### src/rtl/odd_pkg.sv
// rtl/odd_pkg.sv - shared types and latencies for the odd-pipe issue controller
package odd_pkg;

  typedef enum logic [1:0] {
    UNIT_PERM = 2'd0,
    UNIT_LS   = 2'd1,
    UNIT_BR   = 2'd2
  } unit_e;

  typedef enum logic [1:0] {
    ST_RUN     = 2'd0,
    ST_BR_WAIT = 2'd1,
    ST_FLUSH   = 2'd2
  } state_e;

  // Scoreboard index at which each unit's result reaches the forward stage
  localparam int READY_BR   = 1;
  localparam int READY_PERM = 4;
  localparam int READY_LS   = 6;

  typedef struct packed {
    logic       valid;
    logic       write;
    logic [0:6] addr;
    logic [1:0] unit;
  } sb_entry_t;

  function automatic int ready_lat(input logic [1:0] unit);
    case (unit)
      2'd1:    return READY_LS;
      2'd2:    return READY_BR;
      default: return READY_PERM;  // unit 3 behaves as Perm
    endcase
  endfunction

endpackage

### src/rtl/odd_scoreboard.sv
// rtl/odd_scoreboard.sv - self-timed destination scoreboard with three-source RAW match
module odd_scoreboard
  import odd_pkg::*;
#(
  parameter int WB_DEPTH = 8,
  parameter bit FWD_EN   = 1'b0
) (
  input  logic       clk,
  input  logic       reset,
  input  logic       push,
  input  logic       push_write,
  input  logic [0:6] push_addr,
  input  logic [1:0] push_unit,
  input  logic [0:6] ra_addr,
  input  logic [0:6] rb_addr,
  input  logic [0:6] rc_addr,
  input  logic [2:0] src_used,
  output logic       hazard
);

  sb_entry_t entries [WB_DEPTH];
  logic [WB_DEPTH-1:0] live;

  // Entry index equals cycles since issue; falling off the end is retirement
  always_ff @(posedge clk) begin
    if (reset) begin
      for (int k = 0; k < WB_DEPTH; k++) entries[k] <= '0;
    end else begin
      entries[0] <= push ? sb_entry_t'{valid: 1'b1, write: push_write,
                                       addr: push_addr, unit: push_unit}
                         : '0;
      for (int k = 1; k < WB_DEPTH; k++) entries[k] <= entries[k-1];
    end
  end

  always_comb begin
    live = '0;
    for (int k = 0; k < WB_DEPTH; k++) begin
      live[k] = entries[k].valid & entries[k].write &
                (FWD_EN ? (k < ready_lat(entries[k].unit)) : 1'b1);
    end
  end

  always_comb begin
    hazard = 1'b0;
    for (int k = 0; k < WB_DEPTH; k++) begin
      if (live[k]) begin
        hazard = hazard |
                 (src_used[0] & (entries[k].addr == ra_addr)) |
                 (src_used[1] & (entries[k].addr == rb_addr)) |
                 (src_used[2] & (entries[k].addr == rc_addr));
      end
    end
  end

endmodule

### src/rtl/odd_issue_ctrl.sv
// rtl/odd_issue_ctrl.sv - in-order odd-pipe issue with RAW stall and branch serialisation
module odd_issue_ctrl
  import odd_pkg::*;
#(
  parameter int WB_DEPTH = 8,
  parameter int BR_LAT   = 2,
  parameter bit FWD_EN   = 1'b0
) (
  input  logic        clk,
  input  logic        reset,
  input  logic        dec_valid,
  output logic        dec_ready,
  input  logic [0:10] dec_op,
  input  logic [2:0]  dec_format,
  input  logic [1:0]  dec_unit,
  input  logic [0:6]  dec_rt_addr,
  input  logic        dec_reg_write,
  input  logic [0:6]  dec_ra_addr,
  input  logic [0:6]  dec_rb_addr,
  input  logic [0:6]  dec_rc_addr,
  input  logic [2:0]  dec_src_used,
  input  logic        branch_taken,
  output logic        iss_valid,
  output logic [0:10] iss_op,
  output logic [2:0]  iss_format,
  output logic [1:0]  iss_unit,
  output logic [0:6]  iss_rt_addr,
  output logic        iss_reg_write,
  output logic        flush,
  output logic        hazard_stall
);

  localparam int CW = (BR_LAT < 2) ? 1 : $clog2(BR_LAT + 1);

  state_e        state, state_nxt;
  logic [CW-1:0] br_cnt;
  logic          hazard;
  logic          issue;
  logic          is_branch;

  assign issue     = dec_valid & dec_ready;
  assign is_branch = (dec_unit == UNIT_BR);

  odd_scoreboard #(
    .WB_DEPTH (WB_DEPTH),
    .FWD_EN   (FWD_EN)
  ) u_scoreboard (
    .clk        (clk),
    .reset      (reset),
    .push       (issue),
    .push_write (dec_reg_write),
    .push_addr  (dec_rt_addr),
    .push_unit  (dec_unit),
    .ra_addr    (dec_ra_addr),
    .rb_addr    (dec_rb_addr),
    .rc_addr    (dec_rc_addr),
    .src_used   (dec_src_used),
    .hazard     (hazard)
  );

  always_ff @(posedge clk) begin
    if (reset) state <= ST_RUN;
    else       state <= state_nxt;
  end

  always_ff @(posedge clk) begin
    if (reset)                   br_cnt <= '0;
    else if (issue && is_branch) br_cnt <= CW'(BR_LAT);
    else if (state == ST_BR_WAIT) br_cnt <= br_cnt - 1'b1;
  end

  always_comb begin
    state_nxt = state;
    case (state)
      ST_RUN:     if (issue && is_branch) state_nxt = ST_BR_WAIT;
      ST_BR_WAIT: if (br_cnt == CW'(1)) state_nxt = branch_taken ? ST_FLUSH : ST_RUN;
      ST_FLUSH:   state_nxt = ST_RUN;
      default:    state_nxt = ST_RUN;
    endcase
  end

  // Outputs depend on registered state and scoreboard only, never on branch_taken
  always_comb begin
    dec_ready    = 1'b0;
    flush        = 1'b0;
    hazard_stall = 1'b0;
    case (state)
      ST_RUN: begin
        dec_ready    = ~hazard;
        hazard_stall = dec_valid & hazard;
      end
      ST_FLUSH: flush = 1'b1;
      default: ;
    endcase
  end

  always_ff @(posedge clk) begin
    if (reset || !issue) begin
      iss_valid     <= 1'b0;
      iss_op        <= '0;
      iss_format    <= '0;
      iss_unit      <= '0;
      iss_rt_addr   <= '0;
      iss_reg_write <= 1'b0;
    end else begin
      iss_valid     <= 1'b1;
      iss_op        <= dec_op;
      iss_format    <= dec_format;
      iss_unit      <= dec_unit;
      iss_rt_addr   <= dec_rt_addr;
      iss_reg_write <= dec_reg_write;
    end
  end

endmodule

### config.mk
export PLATFORM = sky130hd
export DESIGN_NAME = odd_issue_ctrl
export DESIGN_NICKNAME = d
export VERILOG_FILES = /design/src/rtl/odd_pkg.sv /design/src/rtl/odd_scoreboard.sv /design/src/rtl/odd_issue_ctrl.sv
export SDC_FILE = /design/constraint.sdc
export NUM_CORES = 1
export LEC_CHECK = 0
export ABC_CLOCK_PERIOD_IN_PS = 4000
export CORE_MARGIN = 5
export CORE_UTILIZATION = 58
export DETAILED_ROUTE_END_ITERATION = 6
export GPL_TIMING_DRIVEN = 0
export PLACE_DENSITY_LB_ADDON = 0.3
export SLEW_MARGIN = 20
export SYNTH_ARGS = -nofsm -noshare
export SYNTH_HDL_FRONTEND = slang
export SYNTH_SLANG_ARGS = --single-unit
### constraint.sdc
create_clock -name clk -period 4 [get_ports clk]
set_input_delay 0.4 -clock clk [delete_from_list [all_inputs] [get_ports clk]]
set_output_delay 0.4 -clock clk [all_outputs]
set_load 0.03 [all_outputs]
==> impl_results.md, run 1 <==
- Number of iterations in the first detailed-routing pass: 5
- Layout overhead on the synthesized area: 17.18%
- Netlist area before placement: 5111 um2
- Fillcell total: ~660
- Proportion of synthesized chip area in sequential cells: between 30% and 40%
- Total half-perimeter wirelength after legalization and detailed placement: between 9000 and 10000 um
- Number of antenna violations at the first check in global routing: 0
- Count of mapped cells out of synthesis: approximately 530
- Number of hold buffers added after CTS: 0
- Worst max-slew margin expressed relative to the limit: 50.42%
- Arrival time of the worst setup path: just under 3000 ps
- Worst setup slack before clock tree synthesis: ~840 ps
- Drt first-iter violations: around 250
- H-tree level count: 3
- Commonest non-fill, non-tap cell in the layout: sky130_fd_sc_hd__xor2_1
- Global-route wire length before repair: 20420 um
- Largest net degree at the start of global routing: 18
- Final Slew Violations: 0
- Worst supply voltage drop on vdd: 0.2659 mV
- Avg Inst Size Synth: just under 10 um2
- Power density over the cells: 311.4 nW/um2
- Min Hold Slack: roughly 470 ps
- IO Port Bufs: 56
- CTS max path bufs: 2
- Tightest Pin Transition: around 740 ps
- Gr ovfl total: 0
- Die extent in x: approximately 100 um
- Max-cap violations: 0
- Final critical-path required period: ~3400 ps
- Worst min path class: register to register
- Startpoint type of the worst setup path: register
- Clock root buffer: sky130_fd_sc_hd__clkbuf_8
- Inserted Clock Buffers: 9
- Vias per inst: ~5.4
- Highest clock rate: roughly 300 MHz
- Diode insertion count for antenna repair: 0
- Commonest cells after routing, fill and taps aside: sky130_fd_sc_hd__xor2_1, sky130_fd_sc_hd__dfxtp_1, sky130_fd_sc_hd__nor2b_1
- Outcome: completed
- Worst-skew pair later-pin latency: 360 ps
- Number of warnings printed during yosys synthesis: 0
- Post-route ant nets: 0
- Core Rows: 34
- CORE AREA: 8636 um2
- Path type of the worst setup path: register to primary output
- Clk_skew: 15.13 ps
- All-layer global routing usage: between 20% and 30%
- Setup repair after global routing missed its margin: false
- Post-layout util: between 60% and 70%
- Total Nets Final: ~650
- Number of setup buffers added after CTS: 0
- Syn_nets: between 500 and 600
- Via Count: 3851
- RePlAce Congestion: roughly 0.9
- Die Y: a little over 100 um
- Final Hold Fails: 0
- Post-synthesis cell type count: 33
- Data required time at the worst endpoint: roughly 3600 ps
- Proportion of layout cells with a drive suffix above 1: about 14%
- Final setup TNS: 0 ps
- # setup viols final: 0
- CTS tree: done
- Post-CTS sizing: 0
- Leakage: 2.501 nW
- IO Count: 80
- Via count of the first global-routing pass: 4063
- Fin crit share: about 84%
- Worst Path Max Fanout: 10
- Flop and latch count out of synthesis: between 90 and 100
- Total wire length: ~13000 um
- Average wire length per cell after detail routing: around 18 um
- CTS Sinks: 93
- Die area: ~11000 um2
- DRC violations left: 0
- Nature of the critical path endpoint: primary output
- Pwr Total: 1.865 mW
- Reg clk slew, reported paths: roughly 100 ps
- Starting density of the core: 59.19%
- Fin worst setup slack: roughly 630 ps
[where the power goes]
group / total [mW] / switching [mW] / leakage [nW] / internal, mW
Sequential: 0.966 / 0.0198 / 0.755 / 0.946
Clock: 0.592 / 0.354 / 0.0869 / 0.238
Combinational: 0.307 / 0.166 / 1.66 / 0.141
Total: 1.87 / 0.540 / 2.50 / 1.33
[stage by stage]
| stage | instances | cell area [um2] |
|---|---|---|
| after floorplan | 527 | 5111 |
| after global placement | 691 | 5807 |
| after detailed placement | 691 | 5807 |
| after CTS | 707 | 5989 |
| after global routing | 707 | 5989 |
| final | 707 | 5989 |
[per-layer routing]
metal,vias to the layer above,global-route usage [%],wire length (um)
li1,1828,-,-
met2,176,40.80,6315
met5,-,0,0
met1,1808,27.20,5131
met4,0,12.49,508
met3,39,5.400,905
[final timing paths]
| kind | endpoint | cells after the start | startpoint | slack, ps |
|---|---|---|---|---|
| max | hazard_stall | 9 | iss_rt_addr[1] | 630 |
| min | u_scoreboard.entries[0][32] | 1 | u_scoreboard.entries[0][21] | 470 |
| max reg2reg | state[0] | 8 | iss_rt_addr[1] | 1960 |
| min reg2reg | u_scoreboard.entries[0][32] | 1 | u_scoreboard.entries[0][21] | 470 |
[kinds of logic (layout without fill, tap and decap cells)]
kind of cell               Yosys count  after routing  synth area share (%)
buffers and inverters               71            143                 9.131
and+or+nand+nor                    178            178                 22.79
DFF                                 93             93                 36.43
adders and majority gates            1              1                0.2448
xor gates and xnor gates           169            169                 28.96
AOI/OAI and AO/OA                   15             15                 2.448
[cell usage after synthesis (all sizes together)]
| library cell | n | area [um2] |
|---|---|---|
| nand4 | 26 | 177.7 |
| or4 | 1 | 11.26 |
| nand2 | 9 | 33.78 |
| nand3 | 6 | 30.03 |
| dfxtp | 93 | 1862 |
| o21ai | 4 | 23.77 |
| nor3 | 27 | 260.3 |
| clkbuf | 11 | 41.29 |
| a32oi | 1 | 8.760 |
| o211a | 1 | 10.01 |
| and2 | 1 | 6.260 |
| a31oi | 1 | 6.260 |
| buf | 33 | 324.1 |
| o41ai | 1 | 16.27 |
| xnor2 | 51 | 446.7 |
| inv | 27 | 101.4 |
| a21oi | 3 | 15.01 |
| ha | 1 | 12.51 |
| xor2 | 118 | 1033 |
| nor4 | 22 | 150.1 |
| o32ai | 1 | 8.760 |
| nor2 | 20 | 75.07 |
| o22ai | 1 | 6.260 |
| a311oi | 2 | 30.03 |
| nor2b | 65 | 414.1 |
| nand2b | 1 | 6.260 |
[worst max-delay path, stage by stage (launching register included)]
cell and delay, ps:
sky130_fd_sc_hd__dfxtp_1 490, sky130_fd_sc_hd__xor2_1 120, sky130_fd_sc_hd__nor4_1 290, sky130_fd_sc_hd__nand4_1 120
sky130_fd_sc_hd__a31oi_1 340, sky130_fd_sc_hd__a311oi_2 100, sky130_fd_sc_hd__nand4_4 180, sky130_fd_sc_hd__buf_12 160
sky130_fd_sc_hd__nor2b_4 130, sky130_fd_sc_hd__clkdlybuf4s50_1 660
[layout make-up]
cell class | count | area [um2] | share of cell area [%]
well taps | 108 | 135.1 | 2.256
flip-flops and latches | 93 | 1862 | 31.08
inverters | 27 | 101.3 | 1.692
clock buffers | 10 | 127.6 | 2.131
clock inverters | 6 | 55.05 | 0.9192
multi-input cells | 363 | 2783 | 46.46
plain buffers | 44 | 365.4 | 6.100
repair buffers | 56 | 560.5 | 9.359
[registers in the layout (all words and copies together) (netlist names)]
| register | flops |
|---|---|
| iss_format | 3 |
| iss_reg_write | 1 |
| iss_op | 11 |
| br_cnt | 2 |
| iss_unit | 1 |
| iss_valid | 1 |
| iss_rt_addr | 6 |
| u_scoreboard.entries | 66 |
| state | 2 |
No activity file was read; power rests on OpenSTA's default activity.
==> run 2, diff against run 1 <==
Settings changed: ABC_CLOCK_PERIOD_IN_PS 4000 to 3100, CORE_UTILIZATION 58 to 54.
Clock period 4 ns to 3.1 ns, I/O delays scaled along.
==> impl_results.md, run 2 (synthesis gave the netlist of run 1 again) <==
- Average wire length per cell after detail routing: 18.09 um (-0.54%)
- Worst Path Max Fanout: 10 (unchanged)
- Top flop regs: u_scoreboard.entries x66, iss_op x11, iss_rt_addr x6
- H-tree level count: 3 (unchanged)
- DRC violations left: 0 (unchanged)
- Total wire length: 13170 um (+2.4%)
- Worst max-slew margin expressed relative to the limit: 52.41% (+2.0 points)
- Final critical-path required period: around 3000 ps
- Die area: 11510 um2 (+6.7%)
- Final setup TNS: 0 ps (unchanged)
- Via count of the first global-routing pass: 4075 (+0.30%)
- Number of setup buffers added after CTS: 0 (unchanged)
- Drt first-iter violations: 245 (-3.2%)
- Commonest non-fill, non-tap cell in the layout: sky130_fd_sc_hd__xor2_1
- Final Slew Violations: 0 (unchanged)
- Core Rows: 35 (+2.9%)
- Commonest cells after routing, fill and taps aside: sky130_fd_sc_hd__xor2_1, sky130_fd_sc_hd__dfxtp_1, sky130_fd_sc_hd__nor2b_1
- Power density over the cells: 403.8 nW/um2 (+30%)
- Tightest Pin Transition: 713.9 ps (-29.86 ps)
- Worst-skew pair later-pin latency: 370 ps (about the same)
- Global-route wire length before repair: 20730 um (+1.5%)
- Total Nets Final: 647 (unchanged)
- Pwr Total: 2.433 mW (+30%)
- Setup slack on the worst flop-to-flop path: 1050 ps (-910 ps)
- Internal power component: 1.729 mW (+30%)
- Fillcell total: 749 (+14%)
- Reg clk slew, reported paths: 110 ps (about the same)
- Diode insertion count for antenna repair: 0 (unchanged)
- IO Port Bufs: 56 (unchanged)
- Fin crit share: 95.34%
- Arrival time of the worst setup path: 2650 ps (-320 ps)
- CTS Sinks: 93 (unchanged)
- Proportion of layout cells with a drive suffix above 1: 14.36% (+0.67 points)
- Die Y: 107.3 um (+3.3%)
- Total half-perimeter wirelength after legalization and detailed placement: 9292 um (+1.6%)
- Outcome: completed
- Gr ovfl total: 0 (unchanged)
- CTS tree: done
- Clock root buffer: sky130_fd_sc_hd__clkbuf_8
- Switching power: 0.7044 mW (+30%)
- Register ranked first by flip-flop count: u_scoreboard.entries
- Portion of total power attributed to the clock network: 32.4% (+0.6 points)
- Largest net degree at the start of global routing: 18 (unchanged)
- CORE AREA: 9240 um2 (+7.0%)
- Max-cap violations: 0 (unchanged)
- CTS max path bufs: 2 (unchanged)
- Inserted Clock Buffers: 9 (unchanged)
- Data required time at the worst endpoint: 2790 ps (-810 ps)
- Share of total power consumed by net switching: 28.95% (about the same)
- Vias per inst: 5.295 (-2.8%)
- Starting density of the core: 55.31% (-3.9 points)
- Via Count: 3855 (+0.10%)
- All-layer global routing usage: 23.81% (+0.11 points)
- Post-route ant nets: 0 (unchanged)
- Path type of the worst setup path: register to primary output
- Worst min path class: register to register
- Logic gate share of total power: 16.4% (about the same)
- Leakage: 2.506 nW (+0.22%)
- Layout overhead on the synthesized area: 17.89%
- Worst supply voltage drop on vdd: 0.2473 mV (-7.0%)
- Number of antenna violations at the first check in global routing: 0 (unchanged)
- Setup repair after global routing missed its margin: false
- Final Hold Fails: 0 (unchanged)
- Clk_skew: 16.00 ps (+0.8717 ps)
- Number of iterations in the first detailed-routing pass: 5 (unchanged)
- Nature of the critical path endpoint: primary output
- RePlAce Congestion: 0.8654 (-6.3%)
- IO Count: 80 (unchanged)
- Number of flip-flops in the largest register: 66 (unchanged)
- # setup viols final: 0 (unchanged)
- Highest clock rate: about 340 MHz
- Share of power burned in registers: 51.3% (-0.5 points)
- Die extent in x: 107.3 um (+3.3%)
- Startpoint type of the worst setup path: register
## run 2: per-layer routing
metal	share of wire, %	vias to the layer above	track usage, %
li1	-	1825	-
met4	4.5	0	14.89
met1	40	1817	27.83
met5	0	-	0
met3	7.4	48	5.399
met2	48	165	39.32
## run 2: path summary, 6_finish.rpt
check / start / to / depth (start not counted)
worst max-delay path: u_scoreboard.entries[0][25] / hazard_stall / 9
worst min-delay path: u_scoreboard.entries[1][21] / u_scoreboard.entries[1][32] / 1
worst max register to register: u_scoreboard.entries[0][25] / state[0] / 8
worst min register to register: u_scoreboard.entries[1][21] / u_scoreboard.entries[1][32] / 1
## run 2: critical path, stage by stage, from the launching register on
cell,delay [ps]
sky130_fd_sc_hd__dfxtp_1,470
sky130_fd_sc_hd__xor2_1,110
sky130_fd_sc_hd__nor4_1,360
sky130_fd_sc_hd__nand4_1,160
sky130_fd_sc_hd__a21oi_1,260
sky130_fd_sc_hd__a311oi_2,80
sky130_fd_sc_hd__nand4_4,180
sky130_fd_sc_hd__buf_12,160
sky130_fd_sc_hd__nor2b_4,130
sky130_fd_sc_hd__clkdlybuf4s15_1,360
## run 2: power groups by stage
| stage | Clock (mW) | Sequential, mW | Combinational [mW] |
|---|---|---|---|
| floorplan | 0 | 1.29 | 0.248 |
| global placement | 0 | 1.27 | 0.384 |
| detailed placement | 0 | 1.27 | 0.393 |
| CTS | 0.798 | 1.25 | 0.396 |
| global route | 0.851 | 1.25 | 0.425 |
| finish | 0.788 | 1.25 | 0.398 |
## run 2: timing repair
| item | 4_1_cts | 5_1_grt |
|---|---|---|
| resized for setup | 2 | 4 |
| hold buffers | 0 | 0 |
| hold endpoints to repair | 0 | 0 |
| setup endpoints to repair | 2 | 2 |
| pin swaps | 0 | 0 |
## run 2: through the flow
step	util (%)	cell area (um2)	std cells	hold slack, ps	worst slack (ps)
6_report	65.21	6026	728	468.1	144.6
5_1_grt	65.21	6026	728	466.2	15.22
3_3_place_gp	63.13	5833	712	441.3	100.2
2_1_floorplan	-	5111	527	429.1	896.3
3_5_place_dp	63.13	5833	712	449.4	113.2
4_1_cts	65.16	6021	728	460.0	87.64
## run 2: area by class of cell
cell class	instances	area, um2	area share [%]
repair buffers	56	559.3	9.282
well taps	129	161.4	2.679
flip-flops and latches	93	1866	30.96
plain buffers	44	365.4	6.063
inverters	27	101.3	1.682
multi-input cells	363	2783	46.18
clock inverters	6	52.55	0.8721
clock buffers	10	137.6	2.284
==> run 3, diff against run 2 <==
Settings changed: REMOVE_ABC_BUFFERS set to 1.
==> impl_results.md, run 3 (synthesis gave the netlist of run 1 again) <==
- Outcome: completed
- Hold path cells: 2 (+1)
- Reg-to-Reg End: iss_op[2]
- Proportion of layout cells with a drive suffix above 1: 13.18% (-1.2 points)
- Portion of total power attributed to the clock network: 31.8% (-0.6 points)
- Worst supply voltage drop on vdd: 0.2124 mV (-14%)
- Commonest non-fill, non-tap cell in the layout: sky130_fd_sc_hd__xor2_1
- # setup viols final: 0 (unchanged)
- Highest clock rate: 338.7 MHz (about the same)
- Share of total power consumed by net switching: 27.39% (-1.6 points)
- Number of iterations in the first detailed-routing pass: 4 (-1)
- Worst Path Max Fanout: 8 (-2)
- Worst max-slew margin expressed relative to the limit: 55.85% (+3.4 points)
- Number of flip-flops in the largest register: 66 (unchanged)
- Die Y: 107.3 um (unchanged)
- CTS max path bufs: 2 (unchanged)
- Leakage: 2.460 nW (-1.9%)
- Tightest Pin Transition: 660.6 ps (-53.23 ps)
- Uppermost routed layer: met4
- Worst min path class: input port to register
- IO Count: 80 (unchanged)
- Inserted Clock Buffers: 9 (unchanged)
- Logic gate share of total power: 16.0% (-0.4 points)
- Number of placed instances, taps included: 693 (-2.7%)
- Path type of the worst setup path: input port to primary output
- Total Nets Final: 632 (-2.3%)
- Share of power burned in registers: 52.2% (+0.9 points)
- Total wire length: 12240 um (-7.1%)
- Vias per inst: 5.161 (-2.5%)
- CORE AREA: 9240 um2 (unchanged)
- CTS tree: done
- Clock root buffer: sky130_fd_sc_hd__clkbuf_8
- Power density over the cells: 397.1 nW/um2 (-1.7%)
- Final Hold Fails: 0 (unchanged)
- Arrival time of the worst setup path: 2640 ps (about the same)
- Largest net degree at the start of global routing: 39 (+21)
- Hold Crit Start: reset
- Total half-perimeter wirelength after legalization and detailed placement: 8985 um (-3.3%)
- Data required time at the worst endpoint: 2790 ps (about the same)
- Post-layout util: 64.94% (-0.27 points)
- DR WL met3: 917 um (-5.6%)
- Die extent in x: 107.3 um (unchanged)
- Fin crit share: 95.24% (about the same)
- Placed cell area: 5738 um2 (-1.6%)
- Max-cap violations: 0 (unchanged)
- Core Rows: 35 (unchanged)
- Number of antenna violations at the first check in global routing: 0 (unchanged)
- Worst setup slack before clock tree synthesis: -945.1 ps (-1058 ps)
- Pwr Total: 2.383 mW (-2.1%)
- Starting density of the core: 55.31% (unchanged)
- Gr ovfl total: 0 (unchanged)
- Number of hold buffers added after CTS: 0 (unchanged)
- All-layer global routing usage: 22.65% (-1.2 points)
- Worst-case hold path end point: u_scoreboard.entries[0][35]
- Routed length on met1: 4897 um (-8.1%)
- Via count of the first global-routing pass: 3894 (-4.4%)
- WL met2: 5948 um (-5.3%)
- Nature of the critical path endpoint: primary output
- Final critical-path required period: 2953 ps (-2.870 ps)
- Internal power component: 1.730 mW (about the same)
- Final Slew Violations: 0 (unchanged)
- Die area: 11510 um2 (unchanged)
- Setup repair after global routing missed its margin: false
- Average wire length per cell after detail routing: 17.17 um (-5.1%)
- IO Port Bufs: 79 (+41%)
- Post-layout instance count excluding filler cells: 713 (-2.1%)
- Startpoint type of the worst setup path: input port
- Global-route wire length before repair: 19950 um (-3.8%)
- Worst reg2reg path startpoint: u_scoreboard.entries[1][5]
- Register ranked first by flip-flop count: u_scoreboard.entries
- Cell area after layout: 6001 um2 (-0.42%)
- Drt first-iter violations: 161 (-34%)
- Worst-skew pair later-pin latency: 360 ps (about the same)
- Commonest cells after routing, fill and taps aside: sky130_fd_sc_hd__xor2_1, sky130_fd_sc_hd__dfxtp_1, sky130_fd_sc_hd__nor2b_1
- Worst r2r path cells: 8 (unchanged)
- Via Count: 3680 (-4.5%)
- Switching power: 0.6526 mW (-7.4%)
- Diode insertion count for antenna repair: 0 (unchanged)
- DRC violations left: 0 (unchanged)
- H-tree level count: 3 (unchanged)
- Fin worst setup slack: 147.5 ps (+2.870 ps)
- Setup slack on the worst flop-to-flop path: 660 ps (-390 ps)
- Layout overhead on the synthesized area: 17.41%
- Clk_skew: 11.69 ps (-4.312 ps)
- Reg clk slew, reported paths: 90 ps (-20 ps)
- Post-route ant nets: 0 (unchanged)
- CTS Sinks: 93 (unchanged)
- Top flop regs: u_scoreboard.entries x66, iss_op x11, iss_rt_addr x6
- RePlAce Congestion: 0.9805 (+13%)
==> run 3: through the flow <==
step	hold slack [ps]	setup TNS, ps
floorplan	381.6	0
global placement	434.9	-23440
detailed placement	449.5	-2234
CTS	406.7	0
global route	438.5	0
finish	415.8	0
==> run 3: worst max path at each step <==
stage	startpoint	to	cells after the start	slack [ps]
2_1_floorplan	iss_rt_addr[6]	dec_ready	7	540
3_3_place_gp	reset	iss_valid	4	-860
3_5_place_dp	dec_rb_addr[5]	hazard_stall	9	-950
4_1_cts	dec_ra_addr[4]	dec_ready	9	1
5_1_grt	iss_rt_addr[1]	hazard_stall	8	50
6_report	dec_ra_addr[2]	hazard_stall	9	150
==> run 3: area by class of cell <==
| type | instances | area [um2] |
|---|---|---|
| Fill cell | 779 | 3239 |
| Multi-Input combinational cell | 364 | 2849 |
| Sequential cell | 93 | 1862 |
| Timing Repair Buffer | 84 | 840.8 |
| Tap cell | 129 | 161.4 |
| Clock buffer | 12 | 155.1 |
| Inverter | 27 | 101.3 |
| Clock inverter | 4 | 31.28 |
==> run 3: what timing repair did <==
action | in CTS | in global routing
endpoints found under the setup margin | 2 | 2
setup buffers | 3 | 0
resized for setup | 56 | 7
hold endpoints to repair | 0 | 0
pin swaps | 3 | 0
cloned | 1 | 0
==> run 3: power by group through the flow <==
stage / clock network [mW] / logic (mW) / registers [mW]
after floorplan: 0 / 0.156 / 1.30
after global placement: 0 / 0.371 / 1.27
after detailed placement: 0 / 0.383 / 1.27
after CTS: 0.778 / 0.382 / 1.24
after global routing: 0.834 / 0.413 / 1.25
final: 0.759 / 0.381 / 1.24
==> run 3: worst max-delay path, stage by stage <==
cell	delay, ps
sky130_fd_sc_hd__clkdlybuf4s15_1	460
sky130_fd_sc_hd__xor2_1	280
sky130_fd_sc_hd__nor4_1	390
sky130_fd_sc_hd__nand4_1	140
sky130_fd_sc_hd__nand3_1	170
sky130_fd_sc_hd__a32oi_4	180
sky130_fd_sc_hd__nand4_4	130
sky130_fd_sc_hd__nor2b_4	150
sky130_fd_sc_hd__dlygate4sd2_1	410
==> run 3: metal layers <==
layer  vias to the layer above  GRT usage, %
met5                         -             0
met4                         0         11.69
met3                        39         5.459
met2                       123         37.76
met1                      1725         26.97
li1                       1793             -
==> patch: new RTL, flow settings as in run 3 <==
Set the parameter `BR_LAT` to 4 (it was 2).
--- a/src/rtl/odd_issue_ctrl.sv
+++ b/src/rtl/odd_issue_ctrl.sv
@@ -3,7 +3,7 @@
   import odd_pkg::*;
 #(
   parameter int WB_DEPTH = 8,
-  parameter int BR_LAT   = 2,
+  parameter int BR_LAT   = 4,
   parameter bit FWD_EN   = 1'b0
 ) (
   input  logic        clk,
Formal check against the unedited RTL: not equivalent (Yosys sat finds a counterexample within 4 cycles, from zero or initial values and one cycle with reset high).
==> patch against run 3 <==
Wire length increased by 0.14%. Sequential cell count rose by 1. Hold slack worse by 0.030 ns. Non-clock buffer count up 2. Synthesized area hardly changed. Cell area grew 0.46%. Setup slack got worse by 0.062 ns. Count of clock-buffer cells in the layout fell by 3. Via count grew 2.7%. Power grew 10%. Largest cell class unchanged.
==> patch: results (changes against run 3) <==
| Metric | Value |
|---|---|
| Placed Area | 5729 µm² (-0.15%) |
| Hold path endpoint | u_scoreboard.entries[1][31] |
| Complex-gate fraction of the synthesized area | 2.593% (+0.14 points) |
| Slowest-stage cell, CP | dlygate4sd2_1 |
| Multi-input combinational area share | 47.24% (-0.24 points) |
| #MultiIn Comb | 369 (+1.4%) |
| Drt pass-1 iters | 5 (+1) |
| Fill cells | 729 (-6.4%) |
| Largest cells by area after synthesis | dfxtp_1, xor2_1, xnor2_1, nor2b_1, nor3_2 |
| Register area share after synthesis | 36.79% (+0.36 points) |
| Setup Skew | 0.007200 ns (-0.004486 ns) |
| Post-Place Cells | 698 (+0.72%) |
| Buffer share of cell area | 13.20% (-0.81 points) |
| Nets | 641 (+1.4%) |
| Signal buffers | 86 (+2.4%) |
| Clock Sink Count | 94 (+1.1%) |
| Post-synth cell types | 34 (+3.0%) |
| First-pass GRT wire length | 19.93 mm (about the same) |
| Status | finished, final reports clean |
| Tightest hold margin | 0.3857 ns (-0.03007 ns) |
| Leak | 2.444 nW (-0.65%) |
| Mean Syn Cell Area | 9.578 µm² (-1.2%) |
| Share of cells above drive strength 1 | 12.18% (-1.0 points) |
| XOR/XNOR share of the synthesized area | 29.11% (+0.15 points) |
| Vias in the first global route | 4100 (+5.3%) |
[patch: worst max path at each step]
| stage | startpoint | depth (start not counted) | slack [ns] | to |
|---|---|---|---|---|
| 2_1_floorplan | iss_rt_addr[5] | 7 | 0.02 | dec_ready |
| 3_3_place_gp | dec_rb_addr[2] | 9 | -1.36 | dec_ready |
| 3_5_place_dp | dec_rb_addr[2] | 9 | -1.47 | dec_ready |
| 4_1_cts | dec_rb_addr[1] | 9 | -0.21 | dec_ready |
| 5_1_grt | dec_rc_addr[1] | 10 | 0.01 | hazard_stall |
| 6_report | dec_rc_addr[1] | 10 | 0.08 | hazard_stall |
[patch: per-layer routing]
layer / share of wire (%) / GRT usage, %
met1: 41 / 26.39
met2: 50 / 38.20
met3: 6.9 / 5.399
met4: 2.7 / 9.041
met5: 0 / 0
[patch: report_power, final]
group	switching (mW)	leakage [nW]	internal, mW
clock network	0.440	0.120	0.538
logic	0.212	1.56	0.171
registers	0.0243	0.763	1.23
